===== config.mk =====
export PLATFORM = sky130hd
export DESIGN_NAME = cn2_input_conditioner
export DESIGN_NICKNAME = d
export VERILOG_FILES = /design/src/rtl/cn2_input_conditioner.sv
export SDC_FILE = /design/constraint.sdc
export NUM_CORES = 1
export LEC_CHECK = 0
export BUFFER_PORTS_ARGS = -buffer_cell sky130_fd_sc_hd__buf_4
export CELL_PAD_IN_SITES_DETAIL_PLACEMENT = 0
export CELL_PAD_IN_SITES_GLOBAL_PLACEMENT = 1
export CORE_MARGIN = 3
export CORE_UTILIZATION = 50
export CTS_BUF_LIST = sky130_fd_sc_hd__clkbuf_16
export CTS_CLUSTER_SIZE = 16
export DETAILED_ROUTE_END_ITERATION = 10
export PLACE_DENSITY = 0.88
export REMOVE_ABC_BUFFERS = 1
export SLEW_MARGIN = 10
export SYNTH_ARGS = -nofsm -noshare
export SYNTH_HDL_FRONTEND = slang
export SYNTH_SLANG_ARGS = --single-unit

===== constraint.sdc =====
create_clock -name clk_i -period 7.33 [get_ports clk_i]
set_clock_uncertainty 0.15 [all_clocks]
set_input_delay 1.0995 -clock clk_i [delete_from_list [all_inputs] [get_ports clk_i]]
set_output_delay 1.0995 -clock clk_i [all_outputs]
set_load 0.005 [all_outputs]

===== src/rtl/cn2_input_conditioner.sv =====
// Conditions raw active-low operator switches into clean CN2 levels: 2-flop sync, debounce, press strobe,
// coin pulse stretch with one credit per press, saturating shared coin counter and per-pin force override.
module cn2_input_conditioner #(
   parameter int                N_CH              = 23,
   parameter int                DEBOUNCE_CYCLES   = 100000,
   parameter logic [N_CH-1:0]   COIN_MASK         = 'b11,
   parameter int                COIN_PULSE_CYCLES = 500000,
   parameter int                CNT_W             = 8
) (
   input  logic              clk_i,
   input  logic              rst_i,
   input  logic [N_CH-1:0]   sw_n_i,
   input  logic [N_CH-1:0]   force_en_i,
   input  logic [N_CH-1:0]   force_val_i,
   input  logic              coin_cnt_clr_i,
   output logic [N_CH-1:0]   cn2_out_o,
   output logic [N_CH-1:0]   press_stb_o,
   output logic              coin_evt_o,
   output logic [CNT_W-1:0]  coin_cnt_o
);

   localparam int DB_W  = $clog2(DEBOUNCE_CYCLES + 1);
   localparam int TMR_W = (COIN_PULSE_CYCLES > 1) ? $clog2(COIN_PULSE_CYCLES) : 1;
   localparam int SUM_W = CNT_W + $clog2(N_CH + 1) + 1;
   localparam logic [SUM_W-1:0] CNT_MAX = {{(SUM_W-CNT_W){1'b0}}, {CNT_W{1'b1}}};

   typedef enum logic [1:0] {
      ST_IDLE,
      ST_PULSE,
      ST_WAIT_REL
   } coin_st_t;

   logic [N_CH-1:0]  s1_q, s2_q;
   logic [N_CH-1:0]  db_q, db_d;
   logic [DB_W-1:0]  cnt_q [N_CH];
   logic [DB_W-1:0]  cnt_d [N_CH];
   coin_st_t         st_q  [N_CH];
   coin_st_t         st_d  [N_CH];
   logic [TMR_W-1:0] tmr_q [N_CH];
   logic [TMR_W-1:0] tmr_d [N_CH];
   logic [N_CH-1:0]  fall;
   logic [N_CH-1:0]  credit;
   logic [N_CH-1:0]  cond;
   logic [N_CH-1:0]  press_stb_q, press_stb_d;
   logic             coin_evt_q, coin_evt_d;
   logic [CNT_W-1:0] coin_cnt_q, coin_cnt_d;
   logic [SUM_W-1:0] credit_sum, cnt_base, cnt_sum;

   // A level is accepted only after the synchronised input disagrees with it for DEBOUNCE_CYCLES edges.
   always_comb begin
      for (int i = 0; i < N_CH; i++) begin
         db_d[i]  = db_q[i];
         cnt_d[i] = '0;
         if (s2_q[i] != db_q[i]) begin
            if (cnt_q[i] == DB_W'(DEBOUNCE_CYCLES - 1)) begin
               db_d[i] = s2_q[i];
            end else begin
               cnt_d[i] = cnt_q[i] + DB_W'(1);
            end
         end
      end
   end

   assign fall = db_q & ~db_d;

   always_comb begin
      for (int i = 0; i < N_CH; i++) begin
         st_d[i]        = st_q[i];
         tmr_d[i]       = tmr_q[i];
         credit[i]      = 1'b0;
         cond[i]        = db_q[i];
         press_stb_d[i] = fall[i];
         if (COIN_MASK[i]) begin
            press_stb_d[i] = 1'b0;
            case (st_q[i])
               ST_IDLE: begin
                  cond[i] = 1'b1;
                  if (fall[i]) begin
                     st_d[i]        = ST_PULSE;
                     tmr_d[i]       = '0;
                     credit[i]      = 1'b1;
                     press_stb_d[i] = 1'b1;
                  end
               end
               ST_PULSE: begin
                  cond[i]  = 1'b0;
                  tmr_d[i] = tmr_q[i] + TMR_W'(1);
                  if (tmr_q[i] == TMR_W'(COIN_PULSE_CYCLES - 1)) begin
                     st_d[i] = ST_WAIT_REL;
                  end
               end
               ST_WAIT_REL: begin
                  cond[i] = db_q[i];
                  if (db_q[i]) begin
                     st_d[i] = ST_IDLE;
                  end
               end
               default: begin
                  st_d[i] = ST_IDLE;
               end
            endcase
         end else begin
            st_d[i] = ST_IDLE;
         end
      end
   end

   // Several coin channels may credit on the same edge; a clear restarts the count from those credits.
   always_comb begin
      credit_sum = '0;
      for (int i = 0; i < N_CH; i++) begin
         credit_sum = credit_sum + SUM_W'(credit[i]);
      end
      cnt_base   = coin_cnt_clr_i ? '0 : {{(SUM_W-CNT_W){1'b0}}, coin_cnt_q};
      cnt_sum    = cnt_base + credit_sum;
      coin_cnt_d = (cnt_sum > CNT_MAX) ? CNT_MAX[CNT_W-1:0] : cnt_sum[CNT_W-1:0];
      coin_evt_d = |credit;
   end

   always_ff @(posedge clk_i) begin
      if (rst_i) begin
         s1_q        <= '1;
         s2_q        <= '1;
         db_q        <= '1;
         press_stb_q <= '0;
         coin_evt_q  <= 1'b0;
         coin_cnt_q  <= '0;
         for (int i = 0; i < N_CH; i++) begin
            cnt_q[i] <= '0;
            st_q[i]  <= ST_IDLE;
            tmr_q[i] <= '0;
         end
      end else begin
         s1_q        <= sw_n_i;
         s2_q        <= s1_q;
         db_q        <= db_d;
         press_stb_q <= press_stb_d;
         coin_evt_q  <= coin_evt_d;
         coin_cnt_q  <= coin_cnt_d;
         for (int i = 0; i < N_CH; i++) begin
            cnt_q[i] <= cnt_d[i];
            st_q[i]  <= st_d[i];
            tmr_q[i] <= tmr_d[i];
         end
      end
   end

   assign cn2_out_o   = (force_en_i & force_val_i) | (~force_en_i & cond);
   assign press_stb_o = press_stb_q;
   assign coin_evt_o  = coin_evt_q;
   assign coin_cnt_o  = coin_cnt_q;

endmodule


==> results of run 1 <==
==> synth_stat cells (9+ instances only) <==
master,count,area (um2)
a31oi_1,10,62.6
nor4_1,45,282
nand3_1,148,741
nand4_1,153,957
nor3_1,46,230
nor4bb_1,21,210
mux2_2,23,259
and3_1,42,263
nor4b_1,17,149
dfxtp_1,534,10700
o21ai_0,75,375
buf_2,25,125
a311oi_1,13,114
nor2_1,372,1400
xnor2_1,109,955
or4_1,23,173
nand2_1,152,571
and2_1,13,81.3
o31ai_1,19,143
or3_1,69,432
inv_1,54,203
or2_2,51,319
clkbuf_1,62,233
a21oi_1,79,395
xor2_1,208,1820
o211ai_1,14,105
and4_1,67,587
o311ai_0,13,114
nand2b_1,10,62.6
nor2b_1,9,56.3
o211ai_2,12,150
ha_1,26,325
==> layout make-up <==
type | count | area (um2)
Inverter | 55 | 206
Multi-Input combinational cell | 1905 | 11900
Timing Repair Buffer | 130 | 976
Fill cell | 4046 | 19200
Tap cell | 600 | 751
Sequential cell | 534 | 10700
Clock buffer | 59 | 1480
Clock inverter | 48 | 440
==> critical path: stages, from the launching register on <==
cell and delay [ns]:
dfxtp_1 0.39, nor2b_1 0.85, a21oi_1 0.24, mux2_2 0.34, buf_4 0.13
==> per-layer routing <==
| layer | wire (um) | up-vias | global-route usage | part of all wire |
|---|---|---|---|---|
| met1 | 21500 | 8631 | 0.231 | 0.47 |
| met2 | 21400 | 238 | 0.308 | 0.47 |
| met5 | 0 | - | 0 | 0 |
| met3 | 1550 | 75 | 0.0281 | 0.034 |
| li1 | - | 9413 | - | - |
| met4 | 907 | 0 | 0.0566 | 0.020 |
==> where the power goes <==
group	switching [W]	internal (W)	total, W
Combinational	0.0000545	0.0000546	0.000109
Sequential	0.00000904	0.00292	0.00293
Clock	0.00115	0.00176	0.00291
Total	0.00121	0.00474	0.00594
==> kinds of logic (layout without fill, tap and decap cells) <==
group,after synthesis,count (layout),share of synthesized area
AND/OR/NAND/NOR,1268,1268,0.292
flip-flops,534,534,0.460
XOR/XNOR,317,317,0.119
AO/OA/AOI/OAI,263,263,0.0727
buffers and inverters,150,292,0.0263
multiplexers,30,30,0.0142
adder cells (fa/ha/maj),27,27,0.0149
==> sequential cells by signal (all words and copies together), names as in the netlist <==
register and flops:
press_stb_o 23, coin_cnt_o 8, s2_q 23, tmr_q 38, db_q 23, st_q 4, s1_q 23, cnt_q 391
coin_evt_o 1
==> worst min path at each step <==
stage               endpoint  startpoint  slack, ns
floorplan            s2_q[0]     s1_q[0]       0.24
global placement    s2_q[17]    s1_q[17]       0.24
detailed placement   s2_q[7]     s1_q[7]       0.24
CTS                  s2_q[7]     s1_q[7]       0.26
global route        s2_q[17]    s1_q[17]       0.27
finish               s2_q[7]     s1_q[7]       0.26
==> through the flow <==
| step | hold WS, ns | utilization | area (um2) | setup slack, ns |
|---|---|---|---|---|
| 3_3_place_gp | 0.241 | 0.538 | 24600 | 3.63 |
| 3_5_place_dp | 0.243 | 0.538 | 24600 | 3.55 |
| 5_1_grt | 0.272 | 0.580 | 26500 | 3.17 |
| 2_1_floorplan | 0.239 | - | 22800 | 4.11 |
| 6_report | 0.257 | 0.580 | 26500 | 3.53 |
| 4_1_cts | 0.258 | 0.580 | 26500 | 3.46 |
==> cell usage in the layout (no fill, tap or decap), drive strengths merged, types with 9 or more instances in the layout <==
cell      n
ha       26
inv      67
nand2   152
nor4     46
o211ai   26
clkinv   25
nor3     47
nor4bb   21
or2      52
buf     130
or4      25
o31ai    19
nor4b    17
a311oi   13
nor2b     9
a31oi    10
clkbuf   59
nand2b   10
and3     42
nor2    372
xor2    208
xnor2   109
o311ai   13
o21ai    79
or3      69
bufinv    9
dfxtp   534
a21oi    79
and2     14
nand4   155
mux2     23
and4     68
nand3   148
==> results by group, run 1 <==
Pwr
  • Pwr Total: between 0.005 and 0.006 W
  • Leak Pwr: slightly below 9 nW
  • Peak supply drop: roughly 0.00025 V
  • Pwr Density: 225 nW/um2

CTS
  • Setup bufs post-CTS: 0
  • Clk buf depth: 3
  • CTS Root Cell: clkbuf_16
  • CTS tree: yes
  • Clock Latency Late Sink: 0.60 ns
  • Clk pin slew, worst setup/hold paths: around 0.060 ns
  • Num CTS Buffers: 57
  • CTS H-tree lvls: 2
  • Clk sink count: between 500 and 600
  • Resized cells post-CTS: 0
  • Cts hold-fix bufs: 0

Floorplanning
  • Die Footprint: 49100 um2
  • # IOs: between 100 and 150
  • Die H: approximately 220 um
  • Initial Util: 0.509
  • Row cnt: 78
  • Total core area: about 46000 um2
  • Die W: between 200 and 250 um

Synthesis
  • Netlist cell types: 67
  • Cells after Synth: 2589
  • Syn Area/Cell: 8.97 um2
  • #FFs+latches synth: between 500 and 600
  • Register area share after synthesis: 0.460
  • Most common flop cell mapped by yosys: dfxtp_1
  • Synth Cell Area: 23200 um2
  • FFs w/ async S/R, synth: 0
  • Synth warn: 0
  • EDFF count, synth: 0

Worst setup path
  • Crit path kind: reg2out
  • R2r endpoint: coin_cnt_o[5]
  • R2R depth: 12
  • Setup crit start kind: flip-flop
  • Crit path from: st_q[0][2]
  • Worst R2R Start: cnt_q[0][0]
  • Crit path capture type: output pin
  • R2R Setup Slk: 3.54 ns
  • CP required: 6.08 ns
  • End of the critical path: cn2_out_o[1]
  • Crit path max fanout: 15
  • Worst Path Arrival: ~2.6 ns

Drt
  • Vias post-DR: ~18k
  • DRT antenna net count: 0
  • First-pass DRT Iterations: 5
  • WL/cell: 13.6 um
  • DRC: 0
  • Drt first-iter violations: 913
  • Via/cell ratio: 5.51
  • Routed Wire Length: about 45000 um

GRT
  • Vias in the first global route: between 15k and 20k
  • Largest net degree at the start of global routing: 76
  • Grt ovf: 0
  • Total Routing Usage GR: 0.179
  • Antenna violations before repair: 0
  • First-pass GRT wire length: around 79000 um

Layout
  • Number of diodes: 0
  • Layout overhead on the synthesized area: 13.9%
  • NumNets Final: 2782
  • Non-filler cells, final: 3331
  • Layout cells sized above 1: 0.115

Placement
  • Inst Count DP: 3224
  • PortBufs: 126
  • Global placer's final weighted congestion: 0.813
  • DPL Wire Length: 30400 um

STA
  • Final min period: 3.80 ns
  • Worst Tran Pin Value: 1.06 ns
  • Tcrit/Tclk final: 0.519
  • Final Max Tran Viols: 0
  • Setup TNS: 0 ns
  • Slew HR: 0.295
  • Final setup vio count: 0
  • Fmax: 0.263 GHz
  • Fin. Hold Viols: 0
  • RSZ-0062 raised after global routing: no

Hold path
  • Hold Path Class: reg2reg
  • Worst Hold Depth: 1

Flow run
  • Maxcap violations: 0

Outcome
  • Status: completed
Note: power is estimated with default switching activity, not from simulation.
==> run 2, diff against run 1 <==
ABC_AREA = 1   (was unset)
CORE_UTILIZATION = 41   (was 50)
PLACE_DENSITY = 0.8   (was 0.88)
clock period = 3.4 ns   (was 7.33 ns; I/O delays follow)
==> run 2 against run 1 <==
Net effect: global-route usage is 2.3 points lower; non-clock buffer count is 31 higher; final area is 7.8% higher; worst setup slack worse by 3.1 ns; final cell count is 31% higher; combinational power is 150% higher; hold slack worse by 0.071 ns; critical path depth is 11 higher; clock-buffer cell count is 2 higher; die area is 29% higher; total power is 110% higher; sequential share of layout area is 2.9 points lower.
==> results by group, run 2 <==
Drt
  • Drt first-iter violations: 1034
  • Via/cell ratio: 4.74
  • Routed Wire Length: 49100 um
  • Vias post-DR: 20.6k
  • WL/cell: 11.3 um
  • First-pass DRT Iterations: 5
  • DRC: 0
  • DRT antenna net count: 0

STA
  • Final Max Tran Viols: 0
  • Fmax: 0.337 GHz
  • Worst Tran Pin Value: roughly 0.73 ns
  • Hold slack: 0.186 ns
  • PnR worst setup slack: 0.432 ns
  • Fin. Hold Viols: 0
  • Setup TNS: 0 ns
  • RSZ-0062 raised after global routing: no
  • Final setup vio count: 0
  • Slew HR: 0.515
  • Final min period: 2.97 ns
  • Tcrit/Tclk final: 0.873

Layout
  • Non-filler cells, final: approximately 4.4k
  • Largest regs: cnt_q x391, tmr_q x38
  • Layout overhead on the synthesized area: 15.7%
  • Commonest non-fill, non-tap cell in the layout: nand2_1
  • Biggest register: cnt_q
  • Layout cells sized above 1: 0.121
  • Largest register FFs: 391
  • Number of diodes: 0
  • NumNets Final: between 3k and 4k
  • Highest-count cells in the layout ignoring fill and taps: 554 x nand2_1, 534 x dfxtp_1, 484 x inv_1, 462 x nor2_1, 201 x nand3_1

Placement
  • DPL Wire Length: ~34000 um
  • Inst Count DP: 4217
  • Pre-CTS setup slack: 0.442 ns
  • Global placer's final weighted congestion: 0.808
  • PortBufs: 126

Synthesis
  • Synth warn: 0
  • Yosys top cell by area: dfxtp_1
  • Cells after Synth: approximately 3.4k
  • Share of the synthesized area in the top cell type: 0.433
  • Top post-synthesis cells by area: dfxtp_1 43%, nand2_1 8.4%, inv_1 7.2%, nor2_1 7.0%, nand3_1 4.1%
  • Most instantiated cells after synthesis: 554 x nand2_1, 534 x dfxtp_1, 476 x inv_1
  • EDFF count, synth: 0
  • FFs w/ async S/R, synth: 0
  • #FFs+latches synth: 534
  • Synth Cell Area: 24700 um2
  • Count leader, synth: nand2_1
  • Syn Area/Cell: 7.36 um2
  • Most common flop cell mapped by yosys: dfxtp_1
  • Netlist cell types: 52
  • Register area share after synthesis: 0.433

GRT
  • Antenna violations before repair: 1
  • Grt ovf: 0
  • Largest net degree at the start of global routing: 82
  • Total Routing Usage GR: 0.156
  • First-pass GRT wire length: 85900 um
  • Vias in the first global route: roughly 19k

Worst setup path
  • Worst Path Arrival: 3.37 ns
  • Crit path kind: reg2reg
  • CP required: 3.80 ns
  • Critical-path top delay cell: fa_1
  • CP max stage delay: 0.48 ns
  • Crit path max fanout: 8
  • Critical-path cell list: ha_1 -> nand2_1 -> nor2_2 -> nand4_1 -> nor2_2 -> nand4_2 -> fa_1 -> inv_1 -> ha_1 -> nand3_1 -> nor3_2 -> nand4_2 -> o21ai_0 -> nand2_1 -> inv_1
  • Setup crit start kind: flip-flop
  • Crit path capture type: flip-flop

Floorplanning
  • # IOs: 127
  • Die W: 251 um
  • Die Footprint: between 60000 and 70000 um2
  • Total core area: 59200 um2
  • Die H: 251 um
  • Row cnt: 89
  • Initial Util: 0.416

Pwr
  • Logic pwr share: 0.021
  • Switching share of power: 0.209
  • Reg power frac: 0.494
  • Clk pwr share: 0.485
  • Peak supply drop: 0.000378 V
  • Pwr Density: 448 nW/um2
  • Int Pwr: 0.0101 W
  • Psw: 0.00267 W
  • Leak Pwr: 10.7 nW

Hold path
  • Hold Path Class: in2reg

CTS
  • Clk pin slew, worst setup/hold paths: 0.06 ns
  • Clk sink count: 534
  • CTS tree: yes
  • CTS Root Cell: clkbuf_16
  • Clk buf depth: 3
  • Clock Latency Late Sink: 0.61 ns
  • CTS H-tree lvls: 2
  • Num CTS Buffers: 60
  • Setup bufs post-CTS: 0

Flow run
  • Maxcap violations: 0

Outcome
  • Status: completed
==> run 2: cell types whose count changed after synthesis, sizes merged, moves of 69 or more <==
cell   delta
or3      -69
inv     +430
xor2    -119
nand2   +428
xnor2    -89
nor3    +163
nor2    +134
a21oi   +115
==> run 2: worst paths after layout <==
| path | from | endpoint | slack [ns] | depth (start not counted) |
|---|---|---|---|---|
| max | cnt_q[0][0] | coin_cnt_o[5] | 0.43 | 15 |
| min reg2reg | s1_q[8] | s2_q[8] | 0.26 | 1 |
| min | coin_cnt_clr_i | coin_cnt_o[4] | 0.19 | 4 |
| max reg2reg | cnt_q[0][0] | coin_cnt_o[5] | 0.43 | 15 |
==> run 2: per-layer routing <==
metal | vias up | track usage | share of wire
li1 | 11200 | - | -
met1 | 9099 | 0.214 | 0.51
met2 | 217 | 0.254 | 0.43
met3 | 77 | 0.0290 | 0.038
met4 | 0 | 0.0383 | 0.019
met5 | - | 0 | 0
==> run 2: kinds of logic after synthesis <==
group           synth area share
simple gates               0.348
flops                      0.433
buf+inv                   0.0855
compound gates            0.0739
xor+xnor                  0.0387
fa+ha+maj                 0.0140
mux                      0.00639
==> run 2: power groups by stage <==
stage | logic (W) | clock network (W) | registers [W]
detailed placement | 0.000257 | 0 | 0.00645
global route | 0.000304 | 0.00671 | 0.00631
global placement | 0.000255 | 0 | 0.00645
CTS | 0.000279 | 0.00645 | 0.00631
finish | 0.000271 | 0.00620 | 0.00631
floorplan | 0.000105 | 0 | 0.00644
==> run 2: cell type report <==
class                           instances  area, um2
Tap cell                              773        967
Clock inverter                         50        374
Clock buffer                           61       1530
Multi-Input combinational cell       2286      11900
Inverter                              486       1830
Fill cell                            5951      30700
Timing Repair Buffer                  161       1280
Sequential cell                       534      10700
==> run 2: worst max-delay path: cells and delay by family (launching register included) <==
family / cells / cell delay [ns]
AO/OA/AOI/OAI: 1 / 0.15
adder cells (fa/ha/maj): 3 / 0.84
buffers and inverters: 2 / 0.14
flip-flops: 1 / 0.35
AND/OR/NAND/NOR: 9 / 1.28
==> run 2: stage by stage <==
| step | util | cell area, um2 | power [W] |
|---|---|---|---|
| 2_1_floorplan | - | 24400 | 0.00655 |
| 3_3_place_gp | 0.446 | 26400 | 0.00670 |
| 3_5_place_dp | 0.446 | 26400 | 0.00670 |
| 4_1_cts | 0.482 | 28500 | 0.0130 |
| 5_1_grt | 0.482 | 28500 | 0.0133 |
| 6_report | 0.482 | 28500 | 0.0128 |
==> run 2: repair_timing <==
item / in CTS / in global routing
hold endpoints to repair: 23 / 0
resized for setup: 0 / 0
hold buffers: 23 / 0
==> run 3, diff against run 2 <==
MAX_ROUTING_LAYER = met4   (was unset)
==> run 3 against run 2 <==
Net effect: global-route usage up 0.47 points; via count about the same; critical path type unchanged; non-clock buffer count unchanged; fmax about the same; clock power about the same; final area unchanged; sequential power about the same; combinational power about the same; flip-flop and latch count unchanged; routed wire length about the same; core utilization unchanged; largest cell class unchanged; register-to-register slack about the same.
==> results by group, run 3 (synthesized netlist as in run 2, its figures left out) <==
Worst setup path
  • CP required: between 3 and 4 ns
  • Worst Path Arrival: around 3.4 ns
  • End of the critical path: coin_cnt_o[5]
  • Crit path max fanout: 8
  • Setup crit start kind: flip-flop
  • Crit path kind: reg2reg
  • Crit path capture type: flip-flop
  • R2R Setup Slk: between 0.4 and 0.5 ns
  • Worst R2R Start: cnt_q[0][0]
  • R2R depth: 15
  • R2r endpoint: coin_cnt_o[5]
  • Crit path from: cnt_q[0][0]

Layout
  • Commonest non-fill, non-tap cell in the layout: nand2_1
  • Layout overhead on the synthesized area: 15.7%
  • Largest regs: cnt_q x391, tmr_q x38
  • Fill cells: roughly 6.0k
  • Biggest register: cnt_q
  • NumNets Final: 3628
  • Layout cells sized above 1: 0.121
  • Number of diodes: 0
  • Layout Utilization: 0.482
  • Highest-count cells in the layout ignoring fill and taps: 554 x nand2_1, 534 x dfxtp_1, 484 x inv_1, 462 x nor2_1, 201 x nand3_1
  • Largest register FFs: ~390
  • Multi-input logic area: 11900 um2
  • Seq. cell area: 10700 um2

STA
  • Fmax: 0.337 GHz
  • RSZ-0062 raised after global routing: no
  • Fin. Hold Viols: 0
  • Final min period: 2.97 ns
  • Worst Tran Pin Value: 0.727 ns
  • Setup TNS: 0 ns
  • Hold slack: between 0.15 and 0.2 ns
  • Final Max Tran Viols: 0
  • Slew HR: 0.515
  • Final setup vio count: 0
  • PnR worst setup slack: about 0.43 ns
  • Tcrit/Tclk final: 0.873

Floorplanning
  • # IOs: 127
  • Die Footprint: about 63000 um2
  • Die H: approximately 250 um
  • Total core area: slightly below 60000 um2
  • Initial Util: 0.416
  • Row cnt: ~90
  • Die W: roughly 250 um

Pwr
  • Psw: 0.00267 W
  • Pwr Density: 448 nW/um2
  • Clk pwr share: 0.485
  • Int Pwr: 0.0101 W
  • Logic pwr share: 0.021
  • Reg power frac: 0.494
  • Switching share of power: 0.209
  • Peak supply drop: about 0.00038 V
  • Leak Pwr: between 10 and 15 nW

Flow run
  • Maxcap violations: 0

Outcome
  • Status: completed

GRT
  • Grt ovf: 0
  • Largest net degree at the start of global routing: 82
  • First-pass GRT wire length: 85900 um
  • Vias in the first global route: 19.1k
  • Antenna violations before repair: 0
  • Total Routing Usage GR: 0.160

CTS
  • Clk sink count: 534
  • Clock Latency Late Sink: 0.61 ns
  • CTS Root Cell: clkbuf_16
  • Num CTS Buffers: 60
  • Clk pin slew, worst setup/hold paths: 0.06 ns
  • CTS H-tree lvls: 2
  • CTS tree: yes
  • Setup bufs post-CTS: 0
  • Clk buf depth: 3
  • Resized cells post-CTS: 0

Placement
  • Pre-CTS setup slack: 0.442 ns
  • Global placer's final weighted congestion: between 0.8 and 0.9
  • DPL Wire Length: approximately 34000 um
  • PortBufs: 126

Drt
  • Vias post-DR: just over 20k
  • Drt first-iter violations: 1089
  • First-pass DRT Iterations: 5
  • Routed Wire Length: around 49000 um
  • DRT antenna net count: 0
  • WL/cell: 11.3 um
  • Via/cell ratio: 4.74
  • DRC: 0

Hold path
  • Hold Path Class: in2reg
## run 3: cell counts in the layout (fill, tap and decap cells not counted)
Identical to the previous run, type by type.
## run 3: power groups by stage
stage / sequential, W / combinational (W) / clock, W
floorplan: 0.00644 / 0.000105 / 0
global placement: 0.00645 / 0.000255 / 0
detailed placement: 0.00645 / 0.000257 / 0
CTS: 0.00631 / 0.000279 / 0.00645
global route: 0.00631 / 0.000304 / 0.00671
finish: 0.00631 / 0.000272 / 0.00620
## run 3: how the worst min path moves through the flow
stage	cells past startpoint	slack, ns	startpoint	endpoint
floorplan	1	0.24	s1_q[0]	s2_q[0]
global placement	1	0.24	s1_q[8]	s2_q[8]
detailed placement	1	0.25	s1_q[8]	s2_q[8]
CTS	4	0.14	coin_cnt_clr_i	coin_cnt_o[4]
global route	4	0.16	coin_cnt_clr_i	coin_cnt_o[4]
finish	4	0.19	coin_cnt_clr_i	coin_cnt_o[4]
## run 3: critical path, cell delays in order (launching register included)
cell     delay [ns]
dfxtp_1        0.35
ha_1           0.18
nand2_1        0.09
nor2_2         0.13
nand4_1        0.12
nor2_2         0.18
nand4_2        0.13
fa_1           0.48
inv_1          0.08
ha_1           0.18
nand3_1        0.13
nor3_2         0.18
nand4_2        0.24
o21ai_0        0.15
nand2_1        0.07
inv_1          0.05
## run 3: timing repair
item | in CTS | in global routing
setup endpoints to repair | 0 | 0
hold buffers | 23 | 0
hold endpoints to repair | 23 | 0
## run 3: area by class of cell
class,instances,share of cell area
Clock buffer,61,0.0535
Clock inverter,50,0.0131
Inverter,486,0.0640
Multi-Input combinational cell,2286,0.416
Sequential cell,534,0.375
Tap cell,773,0.0339
Timing Repair Buffer,161,0.0448
## run 3: layer usage
metal,global-route usage,up-vias,routed length (um)
li1,-,11200,-
met2,0.254,225,21200
met1,0.214,9094,25100
met5,-,-,0
met4,0.0383,0,937
met3,0.0287,78,1840
## run 3: stage by stage
stage          cells  total power (W)  cell area, um2
2_1_floorplan   3306          0.00655           24400
3_3_place_gp    4217          0.00670           26400
3_5_place_dp    4217          0.00670           26400
4_1_cts         4351           0.0130           28500
5_1_grt         4351           0.0133           28500
6_report        4351           0.0128           28500
